### config.mk
export PLATFORM = sky130hd
export DESIGN_NAME = event_deserializer
export DESIGN_NICKNAME = d
export VERILOG_FILES = /design/src/rtl/event_deserializer.sv
export SDC_FILE = /design/constraint.sdc
export NUM_CORES = 1
export LEC_CHECK = 0
export BUFFER_PORTS_ARGS = -buffer_cell sky130_fd_sc_hd__buf_4
export CAP_MARGIN = 20
export CORE_MARGIN = 2
export CORE_UTILIZATION = 45
export DETAILED_ROUTE_END_ITERATION = 10
export SLEW_MARGIN = 25
export SYNTH_ARGS = -nofsm -noshare
export SYNTH_HDL_FRONTEND = slang
export SYNTH_SLANG_ARGS = --single-unit
### constraint.sdc
create_clock -name clk -period 2.4 [get_ports clk]
set_input_delay 0.24 -clock clk [delete_from_list [all_inputs] [get_ports clk]]
set_output_delay 0.24 -clock clk [all_outputs]
set_load 0.03 [all_outputs]
### src/rtl/event_deserializer.sv
// Receive-side event deserializer: parses length-prefixed frames from a byte stream,
// buffers the samples and replays each event as one burst. Define EVENT_DESER_CHECKSUM_EN for trailing XOR check.
module event_deserializer #(
  parameter int MAX_SAMPLES = 8,
  parameter int TIMEOUT     = 64,
  parameter int CNT_W       = 16
) (
  input  logic             clk,
  input  logic             rst,
  input  logic [7:0]       din,
  input  logic             din_valid,
  output logic [7:0]       dout,
  output logic             dout_valid,
  output logic             dout_first,
  output logic             dout_last,
  output logic             frame_err,
  output logic             overflow,
  output logic [CNT_W-1:0] frame_cnt
);

  localparam int PTR_W = (MAX_SAMPLES > 1) ? $clog2(MAX_SAMPLES) : 1;
  localparam int GAP_W = $clog2(TIMEOUT + 1);

`ifdef EVENT_DESER_CHECKSUM_EN
  typedef enum logic [1:0] {IDLE, DATA, OUT, CHK} state_t;
`else
  typedef enum logic [1:0] {IDLE, DATA, OUT} state_t;
`endif

  state_t           state;
  logic [PTR_W-1:0] idx;
  logic [PTR_W-1:0] rd_idx;
  logic [PTR_W-1:0] last_idx;
  logic [GAP_W-1:0] gap_cnt;
  logic [7:0]       sample_buf [MAX_SAMPLES];
`ifdef EVENT_DESER_CHECKSUM_EN
  logic [7:0]       csum;
`endif

  // NOTE: the sample buffer has no reset; replay only ever reads indices written by the current frame.
  always_ff @(posedge clk) begin
    if (state == DATA && din_valid)
      sample_buf[idx] <= din;
  end

  // NOTE: all state uses non-blocking assignments so every register samples pre-edge values.
  always_ff @(posedge clk) begin
    if (rst) begin
      state      <= IDLE;
      idx        <= '0;
      rd_idx     <= '0;
      last_idx   <= '0;
      gap_cnt    <= '0;
      dout       <= '0;
      dout_valid <= 1'b0;
      dout_first <= 1'b0;
      dout_last  <= 1'b0;
      frame_err  <= 1'b0;
      overflow   <= 1'b0;
      frame_cnt  <= '0;
`ifdef EVENT_DESER_CHECKSUM_EN
      csum       <= '0;
`endif
    end else begin
      // Strobes default low; each state raises only the ones it owns.
      dout_valid <= 1'b0;
      dout_first <= 1'b0;
      dout_last  <= 1'b0;
      frame_err  <= 1'b0;
      overflow   <= 1'b0;

      case (state)
        IDLE: begin
          if (din_valid) begin
            if (din != 8'd0 && din <= 8'(MAX_SAMPLES)) begin
              last_idx <= PTR_W'(din - 8'd1);
              idx      <= '0;
              gap_cnt  <= '0;
`ifdef EVENT_DESER_CHECKSUM_EN
              csum     <= din;
`endif
              state    <= DATA;
            end else begin
              frame_err <= 1'b1;
            end
          end
        end

        DATA: begin
          if (din_valid) begin
            gap_cnt <= '0;
`ifdef EVENT_DESER_CHECKSUM_EN
            csum    <= csum ^ din;
`endif
            if (idx == last_idx) begin
              rd_idx <= '0;
`ifdef EVENT_DESER_CHECKSUM_EN
              state  <= CHK;
`else
              state  <= OUT;
`endif
            end else begin
              idx <= idx + 1'b1;
            end
          end else if (gap_cnt == GAP_W'(TIMEOUT - 1)) begin
            frame_err <= 1'b1;
            state     <= IDLE;
          end else begin
            gap_cnt <= gap_cnt + 1'b1;
          end
        end

`ifdef EVENT_DESER_CHECKSUM_EN
        CHK: begin
          if (din_valid) begin
            if (din == csum) begin
              state <= OUT;
            end else begin
              frame_err <= 1'b1;
              state     <= IDLE;
            end
          end else if (gap_cnt == GAP_W'(TIMEOUT - 1)) begin
            frame_err <= 1'b1;
            state     <= IDLE;
          end else begin
            gap_cnt <= gap_cnt + 1'b1;
          end
        end
`endif

        OUT: begin
          dout       <= sample_buf[rd_idx];
          dout_valid <= 1'b1;
          dout_first <= (rd_idx == '0);
          dout_last  <= (rd_idx == last_idx);
          overflow   <= din_valid;
          // Leaving on the last beat lets a length byte in the following cycle be accepted.
          if (rd_idx == last_idx) begin
            frame_cnt <= frame_cnt + 1'b1;
            state     <= IDLE;
          end else begin
            rd_idx <= rd_idx + 1'b1;
          end
        end

        default: state <= IDLE;
      endcase
    end
  end

endmodule
==> flow_metrics.env <==
export IMPL_n_antenna_cell=0
export IMPL_hpwl_um=5930
export IMPL_clock_sinks=111
export IMPL_synth_main_ff_cell="edfxtp_1"
export IMPL_gp_congestion=0.757
export IMPL_drt_total_wl_um=8970
export IMPL_layout_common_cells="edfxtp_1 (64), buf_4 (54), dfxtp_1 (47)"
export IMPL_cts_buffers=9
export IMPL_crit_cells=4
export IMPL_p_clk_share_pct=32.6
export IMPL_avgSynthCellArea_um2=13.7
export IMPL_synthAdderAreaFrac_pct=1.85
export IMPL_wire_per_inst_um=16.8
export IMPL_p_sw_uw=690
export IMPL_antenna_found_initial=0
export IMPL_synth_simple_area_share_pct=14.0
export IMPL_drcViolationCount=0
export IMPL_required_ns=2.49
export IMPL_die_h_um=106
export IMPL_areaGrowthSynthToFinish_pct=13.3
export IMPL_io_buffers=39
export IMPL_via_count=2824
export IMPL_synth_cells=344
export IMPL_synth_xor_area_share_pct=5.30
export IMPL_initial_core_util_pct=46.0
export IMPL_die_w_um=106
export IMPL_min_period_ns=1.80
export IMPL_synth_nets=362
export IMPL_drive_gt1_share_pct=24.7
export IMPL_postCtsSetupRepairBufs=0
export IMPL_drtIter0Drc=150
export IMPL_rsz0062_at_grt="false"
export IMPL_dr_pass1_iters=4
export IMPL_multi_input_area_um2=1710
export IMPL_cpLargestDelayFamily="simple AND/OR/NAND/NOR gates"
export IMPL_p_seq_share_pct=64.7
export IMPL_seq_area_um2=2860
export IMPL_netlist_area_um2=4730
export IMPL_fillers=891
export IMPL_cts_hold_buffers=0
export IMPL_startpoint="state[0]"
export IMPL_seq_area_frac_synth_pct=60.6
export IMPL_clockBufferDepth=2
export IMPL_synth_edff_count=64
export IMPL_setup_worst_path_end_class="flip-flop"
export IMPL_ir_drop_mv=0.434
export IMPL_critPathMaxStageDelay_ns=0.63
export IMPL_post_route_util_pct=52.1
export IMPL_ios=40
export IMPL_r2r_start="state[0]"
export IMPL_post_cts_resized=0
export IMPL_hold_violations=0
export IMPL_yosysUniqueCellTypes=55
export IMPL_tightest_slew_ns=0.519
export IMPL_max_cap_violations=0
export IMPL_via_per_inst=5.30
export IMPL_clk_pin_slew_worst_paths_ns=0.10
export IMPL_cts_root_buf="clkbuf_8"
export IMPL_fp_coreArea_um2=10300
export IMPL_cp_max_fo=14
export IMPL_dieArea_um2=11300
export IMPL_max_freq_mhz=556
export IMPL_setup_viol=0
export IMPL_slew_violations=0
export IMPL_endpoint="sample_buf[7][3]"
export IMPL_clk_latency_ns=0.38
export IMPL_slew_headroom_pct=65.1
export IMPL_reg2regPathDepth=4
export IMPL_layout_commonest_cell="edfxtp_1"
export IMPL_cpMaxStageDelayCell="dfxtp_1"
export IMPL_ff2ff_setup_slack_ns=0.60
export IMPL_finalCritPeriodShare_pct=74.9
export IMPL_p_comb_share_pct=2.7
export IMPL_path_buf_inv=1
export IMPL_grt_pass1_vias=2649
export IMPL_grt_pass1_wl_um=14400
export IMPL_status="completed"
export IMPL_cp_arrival_ns=1.89
export IMPL_p_leak_uw=0.00185
export IMPL_htreeDepth=3
export IMPL_crit_type="flip-flop to flip-flop"
export IMPL_cts_tree="done"
export IMPL_antenna_left=0
export IMPL_final_nets=410
export IMPL_internal_power_uw=2420
export IMPL_swShare_pct=22.2
export IMPL_yosys_warnings=0
export IMPL_grt_max_degree=35
export IMPL_num_rows=37
export IMPL_async_flop_share_pct=0
export IMPL_crit_path_start_kind="flip-flop"
export IMPL_hp_class="input pin to flip-flop"
export IMPL_track_usage_pct=16.8
export IMPL_power_density_nw_per_um2=581
export IMPL_synth_top_family_by_area="simple AND/OR/NAND/NOR gates"
export IMPL_fin_skew_ns=0.00904
export IMPL_grt_ovfl_total=0
export IMPL_reg2reg_to="sample_buf[7][3]"
export IMPL_crit_chain="and2b_1, nand3_1, nor2_1, buf_4"
export IMPL_synth_compound_area_share_pct=5.40
export IMPL_muxShareOfSynthArea_pct=9.74
export IMPL_ys_ff_latch=111
export IMPL_fin_tns_setup_ns=0
cells by family (layout without fill, tap and decap cells):
kind of cell / count (synthesis) / count (layout)
xor gates and xnor gates: 26 / 26
adders and majority gates: 7 / 7
muxes: 26 / 26
AOI/OAI and AO/OA: 42 / 42
DFF: 111 / 111
and+or+nand+nor: 107 / 107
buffers and inverters: 25 / 78
per-stage QoR:
stage,cells,setup slack [ns],hold WS [ns],cell area [um^2],power [uW]
floorplan,344,0.471,0.333,4730,2100
global placement,517,0.550,0.479,5180,2140
detailed placement,517,0.495,0.487,5180,2140
CTS,533,0.604,0.0836,5350,3150
global route,533,0.450,0.0915,5350,3220
finish,533,0.602,0.104,5350,3110
final cells by class:
class	instances	share of cell area, %
Clock buffer	10	2.38
Clock inverter	6	0.818
Inverter	8	0.561
Multi-Input combinational cell	208	32.0
Sequential cell	111	53.5
Tap cell	136	3.18
Timing Repair Buffer	54	7.57
layer usage:
layer	GRT usage, %	up-vias	share of wire (%)
li1	-	1368	-
met1	23.5	1401	48
met2	26.0	43	47
met3	3.25	12	3.5
met4	6.68	0	1.7
met5	0	-	0
how the worst min path moves through the flow:
| stage | startpoint | to | depth (start not counted) |
|---|---|---|---|
| 2_1_floorplan | din[0] | last_idx[0] | 1 |
| 3_3_place_gp | gap_cnt[5] | gap_cnt[5] | 2 |
| 3_5_place_dp | gap_cnt[5] | gap_cnt[5] | 2 |
| 4_1_cts | din[1] | sample_buf[3][1] | 1 |
| 5_1_grt | din[1] | sample_buf[3][1] | 1 |
| 6_report | din[1] | sample_buf[1][1] | 1 |
cell usage after synthesis (6+ instances only):
master / number / area (um^2)
nor2_1: 32 / 120
edfxtp_1: 64 / 1920
mux4_2: 16 / 360
nand4_1: 7 / 43.8
ha_1: 7 / 87.6
a21oi_1: 19 / 95.1
o21ai_0: 10 / 50.1
dfxtp_1: 47 / 941
inv_1: 8 / 30.0
mux2i_1: 10 / 100
nand2_1: 14 / 52.6
nor3_1: 8 / 40.0
xor2_1: 18 / 158
nand3_1: 10 / 50.1
buf_2: 6 / 30.0
registers in the layout (all words and copies together), names as in the netlist, 2 cells and up:
| register | flops |
|---|---|
| sample_buf | 64 |
| frame_cnt | 16 |
| rd_idx | 3 |
| last_idx | 3 |
| gap_cnt | 7 |
| dout | 8 |
| idx | 3 |
| state | 2 |
power by group through the flow:
stage | Clock, uW | Sequential [uW] | Combinational [uW]
final | 1010 | 2010 | 84.1
after global routing | 1120 | 2010 | 92.8
after CTS | 1060 | 2010 | 84.7
after detailed placement | 0 | 2060 | 84.8
after global placement | 0 | 2060 | 83.0
after floorplan | 0 | 2060 | 42.3
No activity file was read; power rests on OpenSTA's default activity.
